### src/rtl/blit_pkg.sv
// Shared blitter/SDRAM types: address width and the buffered write record.
// Reused by the write buffer, the SDRAM arbiter and blit_top.
package blit_pkg;

    localparam int SDRAM_ADDR_W = 26;
    localparam int SDRAM_DATA_W = 32;
    localparam int SDRAM_BE_W   = 4;

    typedef struct packed {
        logic [SDRAM_ADDR_W-1:0] addr;
        logic [SDRAM_DATA_W-1:0] wdata;
        logic [SDRAM_BE_W-1:0]   byte_enable;
    } blit_wr_t;

    // Replace the byte lanes selected by 'lanes' in old_d with those of new_d.
    function automatic logic [SDRAM_DATA_W-1:0] merge_lanes(
        input logic [SDRAM_DATA_W-1:0] old_d,
        input logic [SDRAM_DATA_W-1:0] new_d,
        input logic [SDRAM_BE_W-1:0]   lanes
    );
        logic [SDRAM_DATA_W-1:0] r;
        r = old_d;
        for (int n = 0; n < SDRAM_BE_W; n++) begin
            if (lanes[n]) begin
                r[8*n +: 8] = new_d[8*n +: 8];
            end
        end
        return r;
    endfunction

endpackage

### src/rtl/blit_wbuf_mem.sv
// Write-buffer storage: DEPTH x blit_wr_t, one write port with per-lane data
// write (used when merging into the tail), one asynchronous read port.
module blit_wbuf_mem
    import blit_pkg::*;
#(
    parameter int DEPTH = 8,
    parameter int AW    = 3
) (
    input  logic           clock,
    input  logic           we_i,
    input  logic [AW-1:0]  waddr_i,
    input  logic [3:0]     wlane_i,
    input  blit_wr_t       wentry_i,
    input  logic [AW-1:0]  raddr_i,
    output blit_wr_t       rentry_o
);

    blit_wr_t mem_q [DEPTH];

    // Entry write: addr and byte_enable replaced whole, data only on selected lanes.
    always_ff @(posedge clock) begin
        if (we_i) begin
            mem_q[waddr_i].addr        <= wentry_i.addr;
            mem_q[waddr_i].byte_enable <= wentry_i.byte_enable;
            mem_q[waddr_i].wdata       <= merge_lanes(mem_q[waddr_i].wdata,
                                                      wentry_i.wdata, wlane_i);
        end
    end

    assign rentry_o = mem_q[raddr_i];

endmodule

### src/rtl/blit_write_buffer.sv
// Blitter write buffer: FIFO of SDRAM writes between the blitter and
// sdram_arbiter bus4. Zero-enable writes are dropped.
// Optional feature: define BLIT_WRITE_BUFFER_MERGE_EN to merge a write into the
// tail entry when it hits the same address and the tail is not the presented head.
module blit_write_buffer
    import blit_pkg::*;
#(
    parameter int DEPTH = 8
) (
    input  logic                    clock,
    input  logic                    reset,
    input  logic                    in_valid,
    output logic                    in_ready,
    input  logic [SDRAM_ADDR_W-1:0] in_addr,
    input  logic [31:0]             in_wdata,
    input  logic [3:0]              in_byte_enable,
    output logic                    pending,
    output logic                    blitw_sdram_req,
    output logic [SDRAM_ADDR_W-1:0] blitw_sdram_addr,
    output logic [31:0]             blitw_sdram_wdata,
    output logic [3:0]              blitw_sdram_byte_enable,
    input  logic                    blitw_sdram_ack
);

    localparam int AW = (DEPTH > 1) ? $clog2(DEPTH) : 1;
    localparam int CW = $clog2(DEPTH + 1);

`ifdef BLIT_WRITE_BUFFER_MERGE_EN
    localparam bit MERGE_EN = 1'b1;
`else
    localparam bit MERGE_EN = 1'b0;
`endif

    logic [CW-1:0]           count_q, count_d;
    logic [AW-1:0]           rd_ptr_q, rd_ptr_d;
    logic [AW-1:0]           wr_ptr_q, wr_ptr_d;
    logic                    ready_en_q;
    logic [SDRAM_ADDR_W-1:0] tail_addr_q, tail_addr_d;
    logic [3:0]              tail_be_q, tail_be_d;

    logic                    not_empty;
    logic                    not_full;
    logic                    merge_hit;
    logic                    accept;
    logic                    do_merge;
    logic                    do_push;
    logic                    do_pop;

    logic                    mem_we;
    logic [AW-1:0]           mem_waddr;
    logic [3:0]              mem_wlane;
    blit_wr_t                mem_wentry;
    blit_wr_t                head;

    // Handshake qualification; the ack only affects state, never in_ready.
    always_comb begin
        not_empty = (count_q != '0);
        not_full  = (count_q != CW'(DEPTH));
        merge_hit = MERGE_EN && (count_q >= CW'(2)) && (in_addr == tail_addr_q);
        in_ready  = ready_en_q && (not_full || merge_hit);
        accept    = in_valid && in_ready && (in_byte_enable != 4'b0000);
        do_merge  = accept && merge_hit;
        do_push   = accept && !merge_hit;
        do_pop    = blitw_sdram_ack && not_empty;
    end

    // Next-state for pointers, occupancy and the tail shadow used for merge compare.
    always_comb begin
        rd_ptr_d    = rd_ptr_q;
        wr_ptr_d    = wr_ptr_q;
        count_d     = count_q;
        tail_addr_d = tail_addr_q;
        tail_be_d   = tail_be_q;

        if (do_pop) begin
            rd_ptr_d = rd_ptr_q + AW'(1);
        end
        if (do_push) begin
            wr_ptr_d    = wr_ptr_q + AW'(1);
            tail_addr_d = in_addr;
            tail_be_d   = in_byte_enable;
        end else if (do_merge) begin
            tail_be_d   = tail_be_q | in_byte_enable;
        end

        case ({do_push, do_pop})
            2'b10:   count_d = count_q + CW'(1);
            2'b01:   count_d = count_q - CW'(1);
            default: count_d = count_q;
        endcase
    end

    // Storage write: a fresh entry writes all lanes, a merge only the enabled ones.
    always_comb begin
        mem_we     = do_push || do_merge;
        mem_waddr  = do_merge ? (wr_ptr_q - AW'(1)) : wr_ptr_q;
        mem_wlane  = do_merge ? in_byte_enable : 4'hF;
        mem_wentry = '{addr:        in_addr,
                       wdata:       in_wdata,
                       byte_enable: do_merge ? (tail_be_q | in_byte_enable)
                                             : in_byte_enable};
    end

    // Control state register; ready_en_q holds in_ready low until the first edge out of reset.
    always_ff @(posedge clock or posedge reset) begin
        if (reset) begin
            count_q     <= '0;
            rd_ptr_q    <= '0;
            wr_ptr_q    <= '0;
            ready_en_q  <= 1'b0;
            tail_addr_q <= '0;
            tail_be_q   <= '0;
        end else begin
            count_q     <= count_d;
            rd_ptr_q    <= rd_ptr_d;
            wr_ptr_q    <= wr_ptr_d;
            ready_en_q  <= 1'b1;
            tail_addr_q <= tail_addr_d;
            tail_be_q   <= tail_be_d;
        end
    end

    blit_wbuf_mem #(
        .DEPTH (DEPTH),
        .AW    (AW)
    ) u_mem (
        .clock    (clock),
        .we_i     (mem_we),
        .waddr_i  (mem_waddr),
        .wlane_i  (mem_wlane),
        .wentry_i (mem_wentry),
        .raddr_i  (rd_ptr_q),
        .rentry_o (head)
    );

    // Head fields are forced to zero when nothing is buffered (and therefore in reset).
    always_comb begin
        blitw_sdram_req         = not_empty;
        pending                 = not_empty;
        blitw_sdram_addr        = not_empty ? head.addr        : '0;
        blitw_sdram_wdata       = not_empty ? head.wdata       : '0;
        blitw_sdram_byte_enable = not_empty ? head.byte_enable : '0;
    end

endmodule

### config.mk
export PLATFORM = sky130hd
export DESIGN_NAME = blit_write_buffer
export DESIGN_NICKNAME = d
export VERILOG_FILES = /design/src/rtl/blit_pkg.sv /design/src/rtl/blit_wbuf_mem.sv /design/src/rtl/blit_write_buffer.sv
export SDC_FILE = /design/constraint.sdc
export NUM_CORES = 1
export LEC_CHECK = 0
export CORE_MARGIN = 1
export CORE_UTILIZATION = 30
export DETAILED_ROUTE_END_ITERATION = 12
export GPL_ROUTABILITY_DRIVEN = 0
export REMOVE_ABC_BUFFERS = 1
export SLEW_MARGIN = 10
export SYNTH_ARGS = -nofsm -noshare
export SYNTH_HDL_FRONTEND = slang
export SYNTH_SLANG_ARGS = --single-unit
### constraint.sdc
create_clock -name clock -period 11.5 [get_ports clock]
set_input_delay 2.3 -clock clock [delete_from_list [all_inputs] [get_ports clock]]
set_output_delay 2.3 -clock clock [all_outputs]
set_load 0.1 [all_outputs]
==> impl_metrics.env, run 1 <==
export IMPL_place_inst=1742
export IMPL_cts_buffers=53
export IMPL_vias_per_cell=4.703
export IMPL_path_cells="buf_4, mux4_2, a22o_1, clkdlybuf4s50_1"
export IMPL_max_freq_mhz=150.6
export IMPL_ys_seq_area_share_pct=78.82
export IMPL_ant_nets=0
export IMPL_synth_distinct_cells=39
export IMPL_max_cap_violations=0
export IMPL_h_tree_depth=2
export IMPL_fillCellCount=5702
export IMPL_fin_cells=1839
export IMPL_die_area_sq_mm=0.06517
export IMPL_finClkSkew_ns=0.04066
export IMPL_path_clk_slew_ns=0.06
export IMPL_ys_async_sr_fraction_pct=2.170
export IMPL_n_antenna_cell=0
export IMPL_yosysWarnings=0
export IMPL_critPathMaxFanout=64
export IMPL_hold_ws_ns=0.5240
export IMPL_slew_viol_final=0
export IMPL_drcViolationCount=0
export IMPL_firstDrtPassIters=6
export IMPL_critical_path_slowest_cell="clkdlybuf4s50_1"
export IMPL_cp_required_ns=9.20
export IMPL_detailedPlace_worstSlack_ns=5.356
export IMPL_final_setup_viol_count=0
export IMPL_netlist_instances=795
export IMPL_ys_ff_latch=507
export IMPL_core_sq_mm=0.06320
export IMPL_cts_sinks=507
export IMPL_post_cts_setup_buffer_count=0
export IMPL_rows=92
export IMPL_root_buffer="clkbuf_16"
export IMPL_cts_repair_resized=0
export IMPL_cpPeakStageDelay_ns=1.14
export IMPL_tns_ns=0
export IMPL_clk_latency_ns=0.61
export IMPL_wire_per_inst_um=22.24
export IMPL_grt_pass1_wl_um=59730
export IMPL_min_period_over_period_pct=57.73
export IMPL_status="completed"
export IMPL_hpwlAfterDp_um=20980
export IMPL_grtUsageTotal_pct=12.61
export IMPL_portBuffers=130
export IMPL_drive_gt1_share_pct=23.97
export IMPL_hold_buffers=0
export IMPL_grt_ovfl_total=0
export IMPL_netlist_area_sq_mm=0.01924
export IMPL_start_util_pct=30.45
export IMPL_grt_max_degree=101
export IMPL_synth_edf_count=496
export IMPL_num_vias=8649
export IMPL_critPathKind="reg2out"
export IMPL_setup_worst_path_end_class="primary output"
export IMPL_max_slew_margin_rel_pct=27.83
export IMPL_synthFlopType="edfxtp_1"
export IMPL_rsz0062_at_grt="no"
export IMPL_avgSynthCellArea_sq_um=24.21
export IMPL_antenna_found_initial=3
export IMPL_drt_wl_total_um=40900
export IMPL_min_period_ns=6.639
export IMPL_startpoint_type="flip-flop"
export IMPL_final_common_cell="edfxtp_1"
export IMPL_critPathArrivalTime_ns=4.34
export IMPL_cts_root_to_sink_buffers=3
export IMPL_min_path_type="reg2reg"
export IMPL_worst_slack_ns=4.861
export IMPL_syn_to_final_growth_pct=20.62
export IMPL_dieWidth_um=255.3
export IMPL_drt_iter0_drc=445
export IMPL_hold_violations=0
export IMPL_pin_count=131
export IMPL_dieHeight_um=255.3
export IMPL_layout_common_cells="edfxtp_1 (496), clkdlybuf4s50_1 (130), mux4_2 (124)"
export IMPL_grt_pass1_vias=9227
export IMPL_tightest_slew_ns=1.083
export IMPL_cts_tree="done"
export IMPL_nNetsFinal=1022
[final timing paths]
check                      slack [ns]                     start                      endpoint  depth (start not counted)
max                              4.86   rd_ptr_q[1]$_DFFE_PP0P_          blitw_sdram_wdata[6]                          4
min                              0.52  mem_waddr[0]$_DFFE_PP0P_      mem_waddr[0]$_DFFE_PP0P_                          1
max reg2reg                      8.33    count_q[1]$_DFFE_PP0P_  u_mem.mem_q[5][18]$_DFFE_PP_                          4
min reg2reg                      0.52  mem_waddr[0]$_DFFE_PP0P_      mem_waddr[0]$_DFFE_PP0P_                          1
max in group asynchronous        9.04                     reset       rd_ptr_q[0]$_DFFE_PP0P_                          2
min in group asynchronous        2.07                     reset      mem_waddr[1]$_DFFE_PP0P_                          2
[cells by family (layout without fill, tap and decap cells)]
family          after synthesis  after routing  synth area share (%)
buf+inv                      50            248                 1.716
mux                         128            128                 14.74
fa+ha+maj                     5              5                0.3251
simple gates                 28             28                0.9233
flops                       507            507                 78.82
compound gates               69             69                 3.134
xor+xnor                      7              7                0.3186
other cells                   1              1               0.01949
[cell type report]
| cell class | instances | area (sq um) | area share, % |
|---|---|---|---|
| multi-input cells | 238 | 3800 | 16.37 |
| inverters | 4 | 15.01 | 0.06468 |
| repair buffers | 147 | 1441 | 6.209 |
| well taps | 846 | 1059 | 4.560 |
| clock buffers | 63 | 1364 | 5.875 |
| flip-flops and latches | 507 | 15180 | 65.38 |
| clock inverters | 34 | 357.8 | 1.542 |
[state kept, by name, indices dropped and copies added, names as in the netlist]
register and cells:
rd_ptr_q 3, count_q 4, ready_en_q 1, mem_waddr 3
u_mem.mem_q 496
[Yosys cell counts (all sizes together) (3+ instances only)]
cell type | number | area share, %
dfrtp | 11 | 1.4
edfxtp | 496 | 77
ha | 5 | 0.33
mux2 | 3 | 0.18
a22o | 62 | 2.8
inv | 4 | 0.078
mux4 | 124 | 15
clkbuf | 14 | 0.27
buf | 32 | 1.4
nor2 | 7 | 0.14
xnor2 | 6 | 0.27
[metrics by stage]
step / area (sq um) / util (%)
2_1_floorplan: 18930 / -
3_3_place_gp: 21490 / 34.01
3_5_place_dp: 21490 / 34.01
4_1_cts: 23210 / 36.73
5_1_grt: 23210 / 36.73
6_report: 23210 / 36.73
[routing by layer]
metal	vias to the layer above	share of wire, %	global-route usage [%]
li1	3747	-	-
met1	4646	42	16.13
met2	188	51	21.67
met3	62	4.4	2.644
met4	6	1.8	3.388
met5	-	0.11	0
[worst max-delay path, delay by kind of cell, from the launching register on]
family                 cells  cell delay [ns]
AOI/OAI and AO/OA          1             0.16
muxes                      1             0.36
DFF                        1             1.09
buffers and inverters      2             2.02
Power of run 1 is not shown: default switching activity piles up to over one toggle a cycle in this logic, so the estimate is an artifact.
==> run 2, diff against run 1 <==
clock period = 5.65 ns   (was 11.5 ns; I/O delays follow)
==> run 2 against run 1 <==
  * Register-to-register slack worse by 5.6 ns
  * Via count is 1.1% higher
  * Hold slack improved by 0.0049 ns
  * Sequential share of layout area is 0.61 points lower
  * Setup slack got worse by 4.0 ns
  * Clock skew fell by 0.020 ns
  * First-iteration DRC count grew 50%
  * Clock-buffer cell count rose by 1
  * Critical path depth unchanged
  * Core utilization increased by 0.35 points
  * Sequential cell count is the same
  * Non-clock buffer count is 9 higher
  * Critical endpoint is now blitw_sdram_byte_enable[1]
==> impl_metrics.env, run 2 (synthesized netlist as in run 1, its figures left out) <==
export IMPL_drt_iter0_drc=669
export IMPL_hold_buffers=0
export IMPL_post_cts_setup_buffer_count=0
export IMPL_grt_pass1_vias=9386
export IMPL_ant_nets=0
export IMPL_wire_per_inst_um=22.42
export IMPL_h_tree_depth=2
export IMPL_critPathKind="reg2out"
export IMPL_status="completed"
export IMPL_max_slew_margin_rel_pct=28.85
export IMPL_cts_root_to_sink_buffers=3
export IMPL_min_period_over_period_pct=84.42
export IMPL_die_area_sq_mm=0.06517
export IMPL_drt_wl_total_um=41520
export IMPL_final_setup_viol_count=0
export IMPL_antenna_found_initial=2
export IMPL_vias_per_cell=4.724
export IMPL_max_cap_violations=0
export IMPL_cts_buffers=54
export IMPL_drcViolationCount=0
export IMPL_final_common_cell="edfxtp_1"
export IMPL_regMostFlops="u_mem.mem_q"
export IMPL_rows=92
export IMPL_grt_pass1_wl_um=60610
export IMPL_multi_input_area_sq_mm=0.003800
export IMPL_clk_latency_ns=0.60
export IMPL_fillCellCount=5706
export IMPL_max_freq_mhz=209.7
export IMPL_grtUsageTotal_pct=12.81
export IMPL_worst_slack_ns=0.8801
export IMPL_min_path_cells=1
export IMPL_cts_sinks=507
export IMPL_critPathArrivalTime_ns=3.64
export IMPL_syn_to_final_growth_pct=21.77
export IMPL_hold_ws_ns=0.5290
export IMPL_path_clk_slew_ns=0.06
export IMPL_hold_violations=0
export IMPL_largest_registers="u_mem.mem_q: 496 flops, count_q: 4 flops"
export IMPL_rsz0062_at_grt="no"
export IMPL_setup_worst_path_end_class="primary output"
export IMPL_finClkSkew_ns=0.02070
export IMPL_core_sq_mm=0.06320
export IMPL_root_buffer="clkbuf_16"
export IMPL_startpoint_type="flip-flop"
export IMPL_portBuffers=130
export IMPL_grt_max_degree=77
export IMPL_min_period_ns=4.770
export IMPL_drive_gt1_share_pct=25.35
export IMPL_n_antenna_cell=0
export IMPL_dieWidth_um=255.3
export IMPL_hpwlAfterDp_um=22280
export IMPL_grt_ovfl_total=0
export IMPL_num_vias=8748
export IMPL_r2r_slack_ns=2.73
export IMPL_cp_required_ns=4.52
export IMPL_detailedPlace_worstSlack_ns=1.447
export IMPL_cts_repair_resized=0
export IMPL_critPathMaxFanout=62
export IMPL_tightest_slew_ns=1.067
export IMPL_fin_cells=1852
export IMPL_pin_count=131
export IMPL_slew_viol_final=0
export IMPL_min_path_type="reg2reg"
export IMPL_cts_tree="done"
export IMPL_worstRegToRegCells=6
export IMPL_nNetsFinal=1032
export IMPL_start_util_pct=30.45
export IMPL_dieHeight_um=255.3
export IMPL_largest_register_ff_count=496
export IMPL_seqCellArea_sq_mm=0.01518
export IMPL_firstDrtPassIters=4
export IMPL_place_inst=1751
export IMPL_layout_common_cells="edfxtp_1 (496), clkdlybuf4s50_1 (128), mux4_2 (124)"
==> run 2: changes by cell type in the layout (fill, tap and decap cells not counted) <==
cell / change
clkbuf_16: +2
clkinv_1: -1
clkbuf_1: -1
clkinv_8: -1
clkinv_16: -1
bufinv_16: +2
inv_6: +2
buf_4: +5
clkdlybuf4s50_1: -2
clkinv_4: -2
clkinv_2: +3
buf_12: +6
inv_8: +1
==> run 2: cell type report <==
cell class / count / share of cell area, %
inverter: 4 / 0.06407
tap: 846 / 4.517
sequential: 507 / 64.77
multi-input combinational: 238 / 16.22
clock buffer: 64 / 6.017
clock inverter: 37 / 1.682
timing repair buffer: 156 / 6.738
==> run 2: worst paths after layout <==
check / end / start
setup / recovery: blitw_sdram_byte_enable[1] / count_q[2]$_DFFE_PP0P_
hold / removal: mem_waddr[0]$_DFFE_PP0P_ / mem_waddr[0]$_DFFE_PP0P_
setup reg to reg: count_q[3]$_DFFE_PP0P_ / count_q[0]$_DFFE_PP0P_
hold reg to reg: mem_waddr[0]$_DFFE_PP0P_ / mem_waddr[0]$_DFFE_PP0P_
max in group asynchronous: rd_ptr_q[0]$_DFFE_PP0P_ / reset
min in group asynchronous: count_q[2]$_DFFE_PP0P_ / reset
==> run 2: layer usage <==
| metal | global-route usage (%) | share of wire [%] |
|---|---|---|
| met4 | 3.131 | 1.8 |
| met1 | 16.99 | 44 |
| met2 | 21.30 | 50 |
| met5 | 0 | 0.055 |
| met3 | 2.909 | 4.8 |
==> run 2: critical path, cell delays in order (launching register included) <==
cell and delay, ns:
dfrtp_1 0.47, or4_4 0.21, and2_4 0.85, a22o_1 0.33
clkdlybuf4s50_1 1.16
==> run 2: per-stage QoR <==
step           utilization [%]  cell area, sq um  TNS, ns
2_1_floorplan                -             18930  -182.36
3_3_place_gp             34.23             21630        0
3_5_place_dp             34.23             21630        0
4_1_cts                  37.08             23430        0
5_1_grt                  37.08             23430        0
6_report                 37.08             23430        0
Power of run 2 is left out for the same reason.
==> run 3, diff against run 2 <==
clock period = 4.3 ns   (was 5.65 ns; I/O delays follow)
==> run 3 against run 2 <==
  * Core utilization shrank 0.23 points
  * Sequential cell count is the same
  * First-iteration DRC count fell by 22%
  * Routed wire length up 2.9%
  * Die area is the same
  * Highest routed layer unchanged
  * Non-clock buffer count stayed put
  * Global-route usage rose by 0.18 points
  * Clock skew increased by 0.011 ns
  * Largest cell class unchanged
  * Critical endpoint is now blitw_sdram_addr[21]
  * Critical path depth up 1
  * Clock-buffer cell count down 1
  * Via count decreased by 0.38%
==> impl_metrics.env, run 3 (synthesized netlist as in run 1, its figures left out) <==
export IMPL_rsz0062_at_grt="no"
export IMPL_tns_ns=0
export IMPL_crit_buf_inv=2
export IMPL_firstDrtPassIters=5
export IMPL_use_met1_pct=17.21
export IMPL_cts_tree="done"
export IMPL_finClkSkew_ns=0.03175
export IMPL_clk_latency_ns=0.60
export IMPL_cts_repair_resized=0
export IMPL_grt_pass1_wl_um=61480
export IMPL_grtUsageTotal_pct=12.99
export IMPL_dieWidth_um=255.3
export IMPL_critPathKind="reg2out"
export IMPL_largest_registers="u_mem.mem_q: 496 flops, count_q: 4 flops"
export IMPL_max_cap_violations=0
export IMPL_cts_buffers=53
export IMPL_critical_path_slowest_cell="buf_4"
export IMPL_r2r_slack_ns=1.23
export IMPL_pin_count=131
export IMPL_vias_per_cell=4.706
export IMPL_cp_required_ns=3.44
export IMPL_grt_max_degree=63
export IMPL_grtUsageMet3_pct=2.959
export IMPL_regMostFlops="u_mem.mem_q"
export IMPL_busiest_layer="met2"
export IMPL_drcViolationCount=0
export IMPL_post_cts_setup_buffer_count=0
export IMPL_num_vias=8715
export IMPL_dieHeight_um=255.3
export IMPL_path_clk_slew_ns=0.07
export IMPL_hpwlAfterDp_um=23100
export IMPL_root_buffer="clkbuf_16"
export IMPL_r2r_start="count_q[0]$_DFFE_PP0P_"
export IMPL_path_common_cell="buf_4"
export IMPL_grt_pass1_vias=9241
export IMPL_cts_root_to_sink_buffers=3
export IMPL_min_path_type="reg2reg"
export IMPL_critPathMaxFanout=40
export IMPL_portBuffers=130
export IMPL_slew_viol_final=0
export IMPL_crit_family="buffers and inverters"
export IMPL_hold_buffers=0
export IMPL_hold_violations=0
export IMPL_min_period_over_period_pct=91.59
export IMPL_rows=92
export IMPL_drt_wl_total_um=42730
export IMPL_max_freq_mhz=253.9
export IMPL_startpoint_type="flip-flop"
export IMPL_fillCellCount=5706
export IMPL_final_common_cell="edfxtp_1"
export IMPL_min_path_cells=1
export IMPL_core_sq_mm=0.06320
export IMPL_antenna_found_initial=3
export IMPL_max_slew_margin_rel_pct=28.61
export IMPL_h_tree_depth=2
export IMPL_worstRegToRegCells=6
export IMPL_grt_ovfl_total=0
export IMPL_drt_iter0_drc=525
export IMPL_min_to="mem_waddr[0]$_DFFE_PP0P_"
export IMPL_worstHoldStart="mem_waddr[0]$_DFFE_PP0P_"
export IMPL_start_util_pct=30.45
export IMPL_die_area_sq_mm=0.06517
export IMPL_cts_sinks=507
export IMPL_layout_common_cells="edfxtp_1 (496), mux4_2 (124), buf_4 (76)"
export IMPL_min_period_ns=3.938
export IMPL_path_cells="or4_4, nor2b_4, buf_4, a22o_1, buf_4"
export IMPL_ant_nets=0
export IMPL_wire_per_inst_um=23.07
export IMPL_drive_gt1_share_pct=31.41
export IMPL_met2_usage_pct=21.69
export IMPL_syn_to_final_growth_pct=21.03
export IMPL_crit_cells=5
export IMPL_cpPeakStageDelay_ns=0.61
export IMPL_critPathArrivalTime_ns=3.08
export IMPL_setup_worst_path_end_class="primary output"
export IMPL_final_setup_viol_count=0
export IMPL_largest_register_ff_count=496
export IMPL_r2r_end="count_q[3]$_DFFE_PP0P_"
export IMPL_nNetsFinal=1032
export IMPL_tightest_slew_ns=1.067
export IMPL_status="completed"
export IMPL_n_antenna_cell=0
run 3: how the worst max path moves through the flow:
| stage | start | endpoint | slack, ns |
|---|---|---|---|
| 3_3_place_gp | in_byte_enable[0] | count_q[3]$_DFFE_PP0P_ | 0.52 |
| 3_5_place_dp | in_byte_enable[0] | count_q[3]$_DFFE_PP0P_ | 0.49 |
| 5_1_grt | count_q[1]$_DFFE_PP0P_ | blitw_sdram_addr[21] | 0.19 |
| 2_1_floorplan | rd_ptr_q[0]$_DFFE_PP0P_ | blitw_sdram_addr[0] | -2.75 |
| 4_1_cts | count_q[1]$_DFFE_PP0P_ | blitw_sdram_addr[21] | 0.03 |
| 6_report | count_q[1]$_DFFE_PP0P_ | blitw_sdram_addr[21] | 0.36 |
run 3: final cells by class:
type | count | area [sq um] | share of cell area (%)
Sequential cell | 507 | 15180 | 65.16
Multi-Input combinational cell | 239 | 3809 | 16.35
Timing Repair Buffer | 156 | 1491 | 6.403
Clock buffer | 63 | 1405 | 6.033
Tap cell | 846 | 1059 | 4.545
Clock inverter | 37 | 335.3 | 1.440
Inverter | 4 | 15.01 | 0.06446
run 3: worst register-to-register path, cell delays in order (launching register included):
cell and delay [ns]:
dfrtp_1 0.45, or4b_2 0.77, nand3_1 0.23, ha_1 0.30
or3b_2 0.49, a2111oi_0 0.49, o221ai_1 0.21
run 3: metal layers:
metal | wire [um] | vias up
met4 | 684 | 6
met1 | 18380 | 4685
met3 | 2204 | 56
met2 | 21410 | 188
li1 | - | 3780
met5 | 47 | -
run 3: metrics by stage:
stage / utilization (%) / setup WS [ns] / hold WS, ns / area, sq um / std cells
6_report: 36.86 / 0.3617 / 0.5317 / 23290 / 1852
3_5_place_dp: 34.09 / 0.4919 / 0.5217 / 21540 / 1751
4_1_cts: 36.84 / 0.02825 / 0.5329 / 23280 / 1851
3_3_place_gp: 34.09 / 0.5243 / 0.5073 / 21540 / 1751
5_1_grt: 36.86 / 0.1860 / 0.5643 / 23290 / 1852
2_1_floorplan: - / -2.747 / 0.4847 / 18930 / 749
Power of run 3 is left out for the same reason.
